[src/rtl/reset_release_sequencer.sv]
// reset_release_sequencer: in-order reset release of NUM_DOMAINS domains with ready watchdog, retries and loss-of-ready re-sequencing
module reset_release_sequencer #(
    parameter int NUM_DOMAINS    = 4,
    parameter int HOLD_CYCLES    = 16,
    parameter int TIMEOUT_CYCLES = 1000,
    parameter int MAX_RETRIES    = 1,
    parameter int SYNC_STAGES    = 2
) (
    input  logic                                                   fpga_clk_100,
    input  logic                                                   fpga_reset_n,
    input  logic [NUM_DOMAINS-1:0]                                 domain_ready,
    input  logic                                                   retry,
    output logic [NUM_DOMAINS-1:0]                                 domain_reset_n,
    output logic                                                   all_ready,
    output logic                                                   timeout_err,
    output logic [(NUM_DOMAINS > 1 ? $clog2(NUM_DOMAINS) : 1)-1:0] err_domain,
    output logic                                                   busy
);
    localparam int IW = NUM_DOMAINS > 1 ? $clog2(NUM_DOMAINS) : 1;
    localparam int CMAX = HOLD_CYCLES > TIMEOUT_CYCLES ? HOLD_CYCLES : TIMEOUT_CYCLES;
    localparam int CW = $clog2(CMAX + 1);
    localparam logic [1:0] S_HOLD = 2'd0, S_WAIT = 2'd1, S_DONE = 2'd2, S_ERR = 2'd3;

    logic [NUM_DOMAINS-1:0] sync_q [SYNC_STAGES];
    logic [NUM_DOMAINS-1:0] sync_d [SYNC_STAGES];
    logic [NUM_DOMAINS-1:0] ready_sync;
    logic [1:0]             state_q, state_d;
    logic [IW-1:0]          idx_q, idx_d;
    logic [CW-1:0]          cnt_q, cnt_d;
    logic [3:0]             retries_q, retries_d;
    logic [IW-1:0]          err_domain_q, err_domain_d;
    logic [NUM_DOMAINS-1:0] domain_reset_n_q, domain_reset_n_d;
    logic                   all_ready_q, all_ready_d;
    logic                   timeout_err_q, timeout_err_d;
    logic                   busy_q, busy_d;
    logic                   lost;
    logic [IW-1:0]          lo;

    assign ready_sync     = sync_q[SYNC_STAGES-1];
    assign domain_reset_n = domain_reset_n_q;
    assign all_ready      = all_ready_q;
    assign timeout_err    = timeout_err_q;
    assign err_domain     = err_domain_q;
    assign busy           = busy_q;

    always_comb begin
        sync_d[0] = domain_ready;
        for (int i = 1; i < SYNC_STAGES; i++) sync_d[i] = sync_q[i-1];
    end

    always_comb begin
        state_d      = state_q;
        idx_d        = idx_q;
        cnt_d        = cnt_q + 1'b1;
        retries_d    = retries_q;
        err_domain_d = err_domain_q;
        lost         = 1'b0;
        lo           = '0;
        for (int k = NUM_DOMAINS - 1; k >= 0; k--) begin
            if (!ready_sync[k]) begin
                lost = 1'b1;
                lo   = IW'(k);
            end
        end
        case (state_q)
            S_HOLD: begin
                if (cnt_q == CW'(HOLD_CYCLES - 1)) begin
                    state_d = S_WAIT;
                    cnt_d   = '0;
                end
            end
            S_WAIT: begin
                if (ready_sync[idx_q]) begin
                    if (idx_q == IW'(NUM_DOMAINS - 1)) begin
                        state_d = S_DONE;
                    end else begin
                        state_d   = S_HOLD;
                        idx_d     = idx_q + 1'b1;
                        retries_d = '0;
                        cnt_d     = '0;
                    end
                end else if (cnt_q == CW'(TIMEOUT_CYCLES - 1)) begin
                    cnt_d = '0;
                    if (retries_q < 4'(MAX_RETRIES)) begin
                        state_d   = S_HOLD;
                        retries_d = retries_q + 1'b1;
                    end else begin
                        state_d      = S_ERR;
                        err_domain_d = idx_q;
                    end
                end
            end
            S_DONE: begin
                cnt_d = '0;
                if (lost) begin
                    state_d      = S_HOLD;
                    idx_d        = lo;
                    retries_d    = '0;
                    err_domain_d = lo;
                end
            end
            default: begin
                cnt_d = '0;
                if (retry) begin
                    state_d   = S_HOLD;
                    retries_d = '0;
                end
            end
        endcase
        for (int k = 0; k < NUM_DOMAINS; k++)
            domain_reset_n_d[k] = state_d == S_DONE || k < int'(idx_d) || (state_d == S_WAIT && k == int'(idx_d));
        all_ready_d   = state_d == S_DONE;
        timeout_err_d = state_d == S_ERR;
        busy_d        = state_d == S_HOLD || state_d == S_WAIT;
    end

    always_ff @(posedge fpga_clk_100) begin
        if (!fpga_reset_n) begin
            sync_q           <= '{default: '0};
            state_q          <= S_HOLD;
            idx_q            <= '0;
            cnt_q            <= '0;
            retries_q        <= '0;
            err_domain_q     <= '0;
            domain_reset_n_q <= '0;
            all_ready_q      <= 1'b0;
            timeout_err_q    <= 1'b0;
            busy_q           <= 1'b1;
        end else begin
            sync_q           <= sync_d;
            state_q          <= state_d;
            idx_q            <= idx_d;
            cnt_q            <= cnt_d;
            retries_q        <= retries_d;
            err_domain_q     <= err_domain_d;
            domain_reset_n_q <= domain_reset_n_d;
            all_ready_q      <= all_ready_d;
            timeout_err_q    <= timeout_err_d;
            busy_q           <= busy_d;
        end
    end
endmodule

[config.mk]
export PLATFORM = sky130hd
export DESIGN_NAME = reset_release_sequencer
export DESIGN_NICKNAME = d
export VERILOG_FILES = /design/src/rtl/reset_release_sequencer.sv
export SDC_FILE = /design/constraint.sdc
export NUM_CORES = 1
export LEC_CHECK = 0
export CORE_MARGIN = 3
export CORE_UTILIZATION = 59
export DETAILED_ROUTE_END_ITERATION = 10
export PLACE_DENSITY = 0.79
export SLEW_MARGIN = 20
export SYNTH_ARGS = -nofsm -noshare
export SYNTH_HDL_FRONTEND = slang
export SYNTH_SLANG_ARGS = --single-unit
[constraint.sdc]
create_clock -name fpga_clk_100 -period 4.4 [get_ports fpga_clk_100]
set_input_delay 0.66 -clock fpga_clk_100 [delete_from_list [all_inputs] [get_ports fpga_clk_100]]
set_output_delay 0.66 -clock fpga_clk_100 [all_outputs]
set_load 0.03 [all_outputs]
==> impl_metrics.ini <==
[outcome]
outcome = finished clean

[finish]
final_util_pct = 72.91
nFillCells = 192
area_delta_synth_final_pct = 14.87
stdcell_area_sq_um = 1856
multiInputGateArea_sq_um = 865.8
final_cell_count_no_fill = 223
n_antenna_cell = 0
fin_nets = 207
seqCellArea_sq_um = 700.7
drive_gt1_share_pct = 8.290

[floorplan]
dieHeight_um = 58.33
core_area_sq_um = 2545
row_count = 18
die_w_um = 58.33
dieArea_sq_um = 3402
initial_utilization_pct = 63.47
io_pins = 16

[global_route]
grt_pass1_vias = 1169
antenna_found_initial = 0
grt.total_usage_pct = 19.65
grt_pass1_wl_mm = 5.112
grt_max_degree = 15
overflow = 0

[synthesis]
synth_top_area_cell = dfxtp_1
yosysMostFrequentCell = dfxtp_1
yosysTopAreaCellShare_pct = 43.38
syn_area_sq_um = 1615
ys_top_cells_by_count = 35 x dfxtp_1, 19 x nor2_1, 12 x inv_1
syn-instance-count = 172
syn_nets = 186
ys_warn_count = 0
synthFlopType = dfxtp_1
synth.distinct_cells = 46
async_flop_share_pct = 0
ys_ff_latch = 35
ys_seq_area_share_pct = 43.38
synth_edf_count = 0
synth_area_leaders = dfxtp_1 43%, ha_1 5.4%, nor2_1 4.4%, and2_1 3.9%, xnor2_1 3.3%
avgSynthCellArea_sq_um = 9.391

[timing]
fin_crit_sh_pct = 54.49
setup_slack_ps = 2002
worst_slew_pin_slew_ps = 747.0
setup_violations = 0
max_slew_margin_pct = 49.90
skew_ps = 9.703
whs_ps = 441.2
fmax_mhz = 417.1
rsz0062_at_grt = no
final-hold-violation-count = 0
setup_tns_ps = 0
drv_slew = 0
period_needed_ps = 2398

[critical_path]
crit_arrival_ps = 2660
path_class = reg2reg
crit_path_start = state_q[0]
cp_top_family = simple AND/OR/NAND/NOR gates
cp_data_required_time_ps = 4660
cp_num_buf_inv = 1
max_stage_delay_ps = 580
slowest_stage = or4_1
crit_path_cell_trace = inv_1, ha_1, and3_1, nor2b_1, or4_1, nor2_1, nand3_1, a21oi_1
r2r-start = state_q[0]
critPathMaxFanout = 7
end_kind = register
cp-start-kind = register

[clock_tree]
cts_inserted_buffers = 5
post-cts-setup-buffers = 0
clockBufferDepth = 2
htree_levels = 2
root_buffer = clkbuf_4
hold_buffers = 0
cts_tree = built
clock_latency_ps = 330
path_clk_slew_ps = 100
cts_sinks = 35
cts_resized = 0

[min_path]
min_from = sync_d[3]
hp-class = reg2reg

[detailed_routing]
num_vias = 1295
drcViolationCount = 0
vias_per_cell = 5.807
drt_iter0_drc = 90
routed_wl_mm = 3.145
wl_per_cell_um = 14.10
firstDrtPassIters = 6
postRouteAntennaNets = 0

[power_and_ir_drop]
peakVddDrop_mv = 0.2676
p_leak_nw = 0.7108
finalPower_mw = 0.5164
power.density_nw_per_um2 = 278.3

[place]
dp_hpwl_mm = 2.261
port_buffers = 15
postPlaceCellArea_sq_um = 1799
dp.cells = 216
dp_slack_ps = 2071
gp_congestion = 0.8484

[run]
drv_cap = 0
==> layout by cell type, fill, tap and decap left out, drive strengths merged, types with 2 or more instances in the layout <==
cell,netlist,layout
nor4,2,2
nor2,19,19
clkbuf,1,6
dfxtp,35,35
a31oi,2,2
and3,7,7
a41oi,2,2
a21oi,8,8
and2,10,10
nor3,2,2
nand3,9,9
nand2,6,6
nand2b,2,2
xor2,3,3
inv,12,12
clkdlybuf4s50,0,15
mux2i,2,2
o21a,2,2
nor2b,5,5
o21ai,10,10
xnor2,6,6
ha,7,7
==> layer usage <==
| layer | wire length [um] | up-vias | track usage (%) |
|---|---|---|---|
| li1 | - | 643 | - |
| met1 | 1481 | 599 | 25.42 |
| met2 | 1435 | 51 | 30.78 |
| met3 | 225 | 2 | 7.456 |
| met4 | 3 | 0 | 5.298 |
| met5 | 0 | - | 0 |
==> state kept, by name (all words and copies together), names as in the netlist <==
signal / cells
busy: 1
all_ready: 1
sync_d: 4
idx_q: 2
retries_q: 4
state_q: 2
ready_sync: 4
domain_reset_n: 4
err_domain: 2
timeout_err: 1
cnt_q: 10
==> cell families (layout without fill, tap and decap cells) <==
kind of cell	count (synthesis)	in the layout	share of synthesized area, %
xor+xnor	9	9	4.880
buf+inv	13	34	3.020
compound gates	35	35	16.65
fa+ha+maj	7	7	5.422
flops	35	35	43.38
mux	3	3	2.634
simple gates	70	70	24.01
==> final cells by class <==
cell class	instances	share of cell area [%]
inverter	12	2.428
sequential	35	37.76
timing repair buffer	15	8.092
clock buffer	6	2.765
multi-input combinational	124	46.66
clock inverter	1	0.2697
tap	30	2.023
==> worst paths after layout <==
kind	depth (start not counted)	endpoint	slack (ps)
hold / removal	1	ready_sync[3]	440
hold reg to reg	1	ready_sync[3]	440
setup reg to reg	8	retries_q[0]	2000
setup / recovery	8	retries_q[0]	2000
==> worst register-to-register path, delay by kind of cell, from the launching register on <==
family,cells,cell delay [ps]
AND/OR/NAND/NOR,5,1380
AO/OA/AOI/OAI,1,150
adder cells (fa/ha/maj),1,280
buffers and inverters,1,90
flip-flops,1,430
==> report_power, final <==
group / leakage, nW / switching [mW] / internal, mW
Clock: 0.0341 / 0.0966 / 0.0740
Combinational: 0.392 / 0.00891 / 0.0103
Sequential: 0.284 / 0.00420 / 0.322
Power figures use the tool's default switching activity.
==> edit 1: new RTL, same settings <==
`domain_reset_n_q` no longer has a reset.
--- a/src/rtl/reset_release_sequencer.sv
+++ b/src/rtl/reset_release_sequencer.sv
@@ -122,7 +122,6 @@
             cnt_q            <= '0;
             retries_q        <= '0;
             err_domain_q     <= '0;
-            domain_reset_n_q <= '0;
             all_ready_q      <= 1'b0;
             timeout_err_q    <= 1'b0;
             busy_q           <= 1'b1;
@@ -133,11 +132,14 @@
             cnt_q            <= cnt_d;
             retries_q        <= retries_d;
             err_domain_q     <= err_domain_d;
-            domain_reset_n_q <= domain_reset_n_d;
             all_ready_q      <= all_ready_d;
             timeout_err_q    <= timeout_err_d;
             busy_q           <= busy_d;
         end
     end
+
+    always_ff @(posedge fpga_clk_100) begin
+        domain_reset_n_q <= domain_reset_n_d;
+    end
 endmodule
 
Behaviour: same outputs for any inputs over 10 cycles, from zero or initial values and one cycle with fpga_reset_n low; that may be too few to reach the edited logic, so the function may still have changed.
==> edit 1 against the unedited design <==
- setup slack gained 0.10 ns
- design area grew 1.2%
- cell count is the same
- hold slack gained 0.012 ns
- area after synthesis grew 0.46%
- sequential power is essentially flat
- clock power grew 35%
- global-route usage grew 3.8 points
- total power grew 12%
- routed wire length grew 7.6%
- sequential cell count is the same
- critical path type unchanged
- largest power group unchanged
- highest routed layer unchanged
==> edit 1: results (changes against the unedited design) <==
- Outcome: finished, final reports clean (unchanged)
- Postcts setup bufs: 0 (unchanged)
- First-pass GRT wire length: 5837 um (was 5112 um)
- Largest cells by area after synthesis: dfxtp_1 43%, ha_1 5.4%, nor2_1 5.3% (was dfxtp_1 43%, ha_1 5.4%, nor2_1 4.4%)
- Least-Margin Pin Slew: 0.4752 ns (was 0.7470 ns)
- Initial antenna violation count: 0 (unchanged)
- GRT Total Usage: 23.50% (was 19.65%)
- 1st-pass router iterations: 4 (was 6)
- Sequential area share after synthesis: 43.18% (was 43.38%)
- Clk_skew: 0.01018 ns (was 0.009703 ns)
- Worst hold margin: 0.4529 ns (was 0.4412 ns)
- Cts bufs inserted: 5 (unchanged)
- Total wire length: 3383 um (was 3145 um)
- Hold crit path type: reg -> reg (unchanged)
- Root Driver: clkbuf_4 (unchanged)
- Crit path DAT: 2.52 ns (was 2.66 ns)
- Min-Delay Endpoint: ready_sync[1]$_SDFF_PN0_ (was ready_sync[3]$_SDFF_PN0_)
- Ys async rst share: 0% (unchanged)
- Diodes inserted: 0 (unchanged)
- Gpl congestion: 0.8573 (was 0.8484)
- Max stage delay on crit path: 0.45 ns (was 0.58 ns)
- Gr ovfl total: 0 (unchanged)
- Avg Cell Area, Syn: 9.380 um^2 (was 9.391 um^2)
- Worst-Skew Late Latency: 0.35 ns (was 0.33 ns)
- Cells on worst reg2reg path: 8 (unchanged)
- Syn nets: 187 (was 186)
- Clk slew on worst S/H paths: 0.11 ns
- HP Start: sync_d[1]$_SDFF_PN0_ (was sync_d[3]$_SDFF_PN0_)
- Slowest-stage cell, CP: or3b_2 (was or4_1)
- Placed insts: 215 (was 216)
- P_int: 0.0004521 W (was 0.0004067 W)
- Layout cell share with drive strength beyond 1: 11.40% (was 8.290%)
- H-Tree Level Count: 2 (unchanged)
- Distinct cells, synth: 47 (was 46)
- Fill cells: 194 (was 192)
- Reg2reg start: state_q[0]$_SDFF_PN0_ (unchanged)
- Leak Pwr: 0.7255 nW (was 0.7108 nW)
- Wirelength per Cell: 15.17 um (was 14.10 um)
- First DRT Iteration DRCs: 76 (was 90)
- Flop2flop setup slack: 2.11 ns (was 2.00 ns)
- DP HPWL: 2546 um (was 2261 um)
- Hold depth: 1 (unchanged)
- Largest net degree at the start of global routing: 14 (was 15)
- Final #Nets: 206 (was 207)
- Peak supply drop: 0.0003251 V (was 0.0002676 V)
- Max FFs per register: 10 (unchanged)
- R2r endpoint: domain_reset_n[2]$_DFF_P_ (was retries_q[0]$_SDFFE_PN0P_)
- Post-DR vias/cell: 5.632 (was 5.807)
- Vias in the first global route: 1254 (was 1169)
- Crit path max fanout: 6 (was 7)
- Top cells by count, synth: 35 x dfxtp_1, 23 x nor2_1, 11 x inv_1 (was 35 x dfxtp_1, 19 x nor2_1, 12 x inv_1)
edit 1: changes by cell type after synthesis, sizes merged, moves of 3 or more:
| cell | delta |
|---|---|
| o211ai | +5 |
| nand4 | +3 |
| mux2 | +3 |
| a21oi | -5 |
| nor2b | -3 |
| nand3 | -6 |
| o21ai | -3 |
| nand2b | +3 |
| nor2 | +4 |
edit 1: how the worst max path moves through the flow:
stage / cells past startpoint / to / startpoint
2_1_floorplan: 9 / retries_q[0]$_SDFFE_PN0P_ / state_q[1]$_SDFF_PN0_
3_3_place_gp: 8 / domain_reset_n[2]$_DFF_P_ / state_q[0]$_SDFF_PN0_
3_5_place_dp: 6 / retries_q[0]$_SDFFE_PN0P_ / retry
4_1_cts: 8 / domain_reset_n[2]$_DFF_P_ / state_q[0]$_SDFF_PN0_
5_1_grt: 8 / domain_reset_n[2]$_DFF_P_ / state_q[0]$_SDFF_PN0_
6_report: 8 / domain_reset_n[2]$_DFF_P_ / state_q[0]$_SDFF_PN0_
edit 1: cells by family after synthesis:
family / share of synthesized area, %
flops: 43.18
compound gates: 14.80
simple gates: 25.06
xor+xnor: 4.858
mux: 3.315
buf+inv: 3.392
fa+ha+maj: 5.397
edit 1: cell type report:
class	instances	area share, %
Tap cell	30	1.999
Clock buffer	5	1.999
Multi-Input combinational cell	124	46.17
Inverter	11	2.199
Sequential cell	35	37.31
Timing Repair Buffer	15	7.995
Clock inverter	3	2.332
edit 1: through the flow:
step | setup slack (ns) | cell area [um^2] | total power [W]
floorplan | 2.470 | 1623 | 0.0003428
global placement | 2.202 | 1797 | 0.0003517
detailed placement | 2.136 | 1797 | 0.0003526
CTS | 2.129 | 1878 | 0.0005830
global route | 1.951 | 1878 | 0.0006001
finish | 2.106 | 1878 | 0.0005768
edit 1: worst register-to-register path: cells and delay by family (launching register included):
kind                       cells  cell delay (ns)
DFF                            1             0.42
adders and majority gates      1             0.28
AOI/OAI and AO/OA              2             0.46
buffers and inverters          1             0.10
and+or+nand+nor                4             0.90
edit 1: routing by layer:
| metal | track usage [%] | vias up | routed length, um |
|---|---|---|---|
| li1 | - | 648 | - |
| met1 | 29.27 | 575 | 1600 |
| met2 | 35.41 | 24 | 1552 |
| met3 | 7.237 | 9 | 131 |
| met4 | 14.24 | 0 | 98 |
| met5 | 0 | - | 0 |
edit 1: power groups by stage:
stage	registers [W]	logic [W]	clock network [W]
global placement	0.000334	0.0000182	0
detailed placement	0.000334	0.0000186	0
CTS	0.000327	0.0000192	0.000237
global route	0.000328	0.0000216	0.000251
finish	0.000327	0.0000190	0.000231
floorplan	0.000332	0.0000105	0
==> edit 2: new RTL, same flow settings <==
Without the edit above. Set the parameter `HOLD_CYCLES` to 8 (it was 16).
--- a/src/rtl/reset_release_sequencer.sv
+++ b/src/rtl/reset_release_sequencer.sv
@@ -1,7 +1,7 @@
 // reset_release_sequencer: in-order reset release of NUM_DOMAINS domains with ready watchdog, retries and loss-of-ready re-sequencing
 module reset_release_sequencer #(
     parameter int NUM_DOMAINS    = 4,
-    parameter int HOLD_CYCLES    = 16,
+    parameter int HOLD_CYCLES    = 8,
     parameter int TIMEOUT_CYCLES = 1000,
     parameter int MAX_RETRIES    = 1,
     parameter int SYNC_STAGES    = 2
Formal check against the unedited RTL: not equivalent (Yosys sat finds a counterexample within 10 cycles, from zero or initial values and one cycle with fpga_reset_n low).
==> edit 2 against the unedited design <==
- synthesized cell count decreased by 0.58%
- sequential share of layout area is 0.36 points higher
- design area down 0.94%
- via count fell by 0.15%
- setup slack gained 0.084 ns
- sequential cell count did not move
- routed wire length shrank 1.1%
- total power decreased by 0.51%
- clock skew is 0.0024 ns lower
- area after synthesis fell by 0.70%
- cell count is the same
- combinational power rose by 5%
- critical path type unchanged
- largest power group unchanged
==> edit 2: results (changes against the unedited design) <==
- Largest cells by area after synthesis: dfxtp_1 44%, ha_1 5.5%, nor2_1 4.7% (was dfxtp_1 43%, ha_1 5.4%, nor2_1 4.4%)
- DP HPWL: 2227 um (was 2261 um)
- Slowest-stage cell, CP: o41ai_4 (was or4_1)
- Clk_skew: 0.007319 ns (was 0.009703 ns)
- Met3 usage: 5.791% (was 7.456%)
- M1 GR Usage: 24.48% (was 25.42%)
- Top cells by count, synth: 35 x dfxtp_1, 20 x nor2_1, 11 x and2_1 (was 35 x dfxtp_1, 19 x nor2_1, 12 x inv_1)
- Switching Share: 23.09% (was 21.24%)
- Total wire length: 3111 um (was 3145 um)
- Flop2flop setup slack: 2.09 ns (was 2.00 ns)
- GRT met2 Usage: 31.77% (was 30.78%)
- Final #Nets: 206 (was 207)
- Compound-gate portion of the synthesized area: 14.66% (was 16.65%)
- 1st-pass router iterations: 5 (was 6)
- Syn nets: 185 (was 186)
- Post-DR vias/cell: 5.798 (was 5.807)
- First-pass GRT wire length: 5237 um (was 5112 um)
- Leak Pwr: 0.7391 nW (was 0.7108 nW)
- Synth Area in XOR/XNOR: 4.368% (was 4.880%)
- Dpl cell area: 0.001788 mm^2 (was 0.001799 mm^2)
- Cells on worst reg2reg path: 7 (was 8)
- Largest net degree at the start of global routing: 14 (was 15)
- Max stage delay on crit path: 0.52 ns (was 0.58 ns)
- Reg2reg start: cnt_q[0]$_SDFF_PN0_ (was state_q[0]$_SDFF_PN0_)
- First DRT Iteration DRCs: 91 (was 90)
- GRT Total Usage: 20.86% (was 19.65%)
- R2r endpoint: domain_reset_n[3]$_SDFF_PN0_ (was retries_q[0]$_SDFFE_PN0P_)
- Synth Area in Adders: 5.460% (was 5.422%)
- Min-Delay Endpoint: ready_sync[2]$_SDFF_PN0_ (was ready_sync[3]$_SDFF_PN0_)
- Critical path's top delay family: compound AO/OA/AOI/OAI gates (was simple AND/OR/NAND/NOR gates)
- Worst hold margin: 0.4397 ns (was 0.4412 ns)
- Vias in the first global route: 1190 (was 1169)
- Outcome: finished, final reports clean (unchanged)
- Routed length on met3: 199 um (was 225 um)
- Worst-Skew Late Latency: 0.35 ns (was 0.33 ns)
==> edit 2: layout make-up <==
| type | count | area, um^2 |
|---|---|---|
| Fill cell | 199 | 684.4 |
| Multi-Input combinational cell | 124 | 858.3 |
| Tap cell | 30 | 37.54 |
| Clock buffer | 7 | 45.04 |
| Timing Repair Buffer | 15 | 150.1 |
| Clock inverter | 1 | 5.005 |
| Sequential cell | 35 | 700.7 |
| Inverter | 11 | 41.29 |
==> edit 2: worst max-delay path by stage <==
stage / start / endpoint / slack, ns / cells past startpoint
2_1_floorplan: cnt_q[0]$_SDFF_PN0_ / domain_reset_n[3]$_SDFF_PN0_ / 2.36 / 7
3_3_place_gp: cnt_q[0]$_SDFF_PN0_ / domain_reset_n[3]$_SDFF_PN0_ / 2.18 / 7
3_5_place_dp: cnt_q[0]$_SDFF_PN0_ / timeout_err$_SDFF_PN0_ / 2.14 / 7
4_1_cts: cnt_q[0]$_SDFF_PN0_ / domain_reset_n[3]$_SDFF_PN0_ / 2.12 / 7
5_1_grt: cnt_q[0]$_SDFF_PN0_ / timeout_err$_SDFF_PN0_ / 1.97 / 7
6_report: cnt_q[0]$_SDFF_PN0_ / domain_reset_n[3]$_SDFF_PN0_ / 2.09 / 7
==> edit 2: power groups by stage <==
stage	Clock, W	Sequential [W]	Combinational [W]
2_1_floorplan	0	0.000333	0.0000115
3_3_place_gp	0	0.000334	0.0000189
3_5_place_dp	0	0.000335	0.0000200
4_1_cts	0.000172	0.000327	0.0000202
5_1_grt	0.000184	0.000329	0.0000227
6_report	0.000166	0.000328	0.0000201
==> edit 2: through the flow <==
step | power [W] | cells
after detailed placement | 0.0003549 | 215
after CTS | 0.0005192 | 223
after floorplan | 0.0003449 | 171
after global routing | 0.0005357 | 223
final | 0.0005138 | 223
after global placement | 0.0003533 | 215
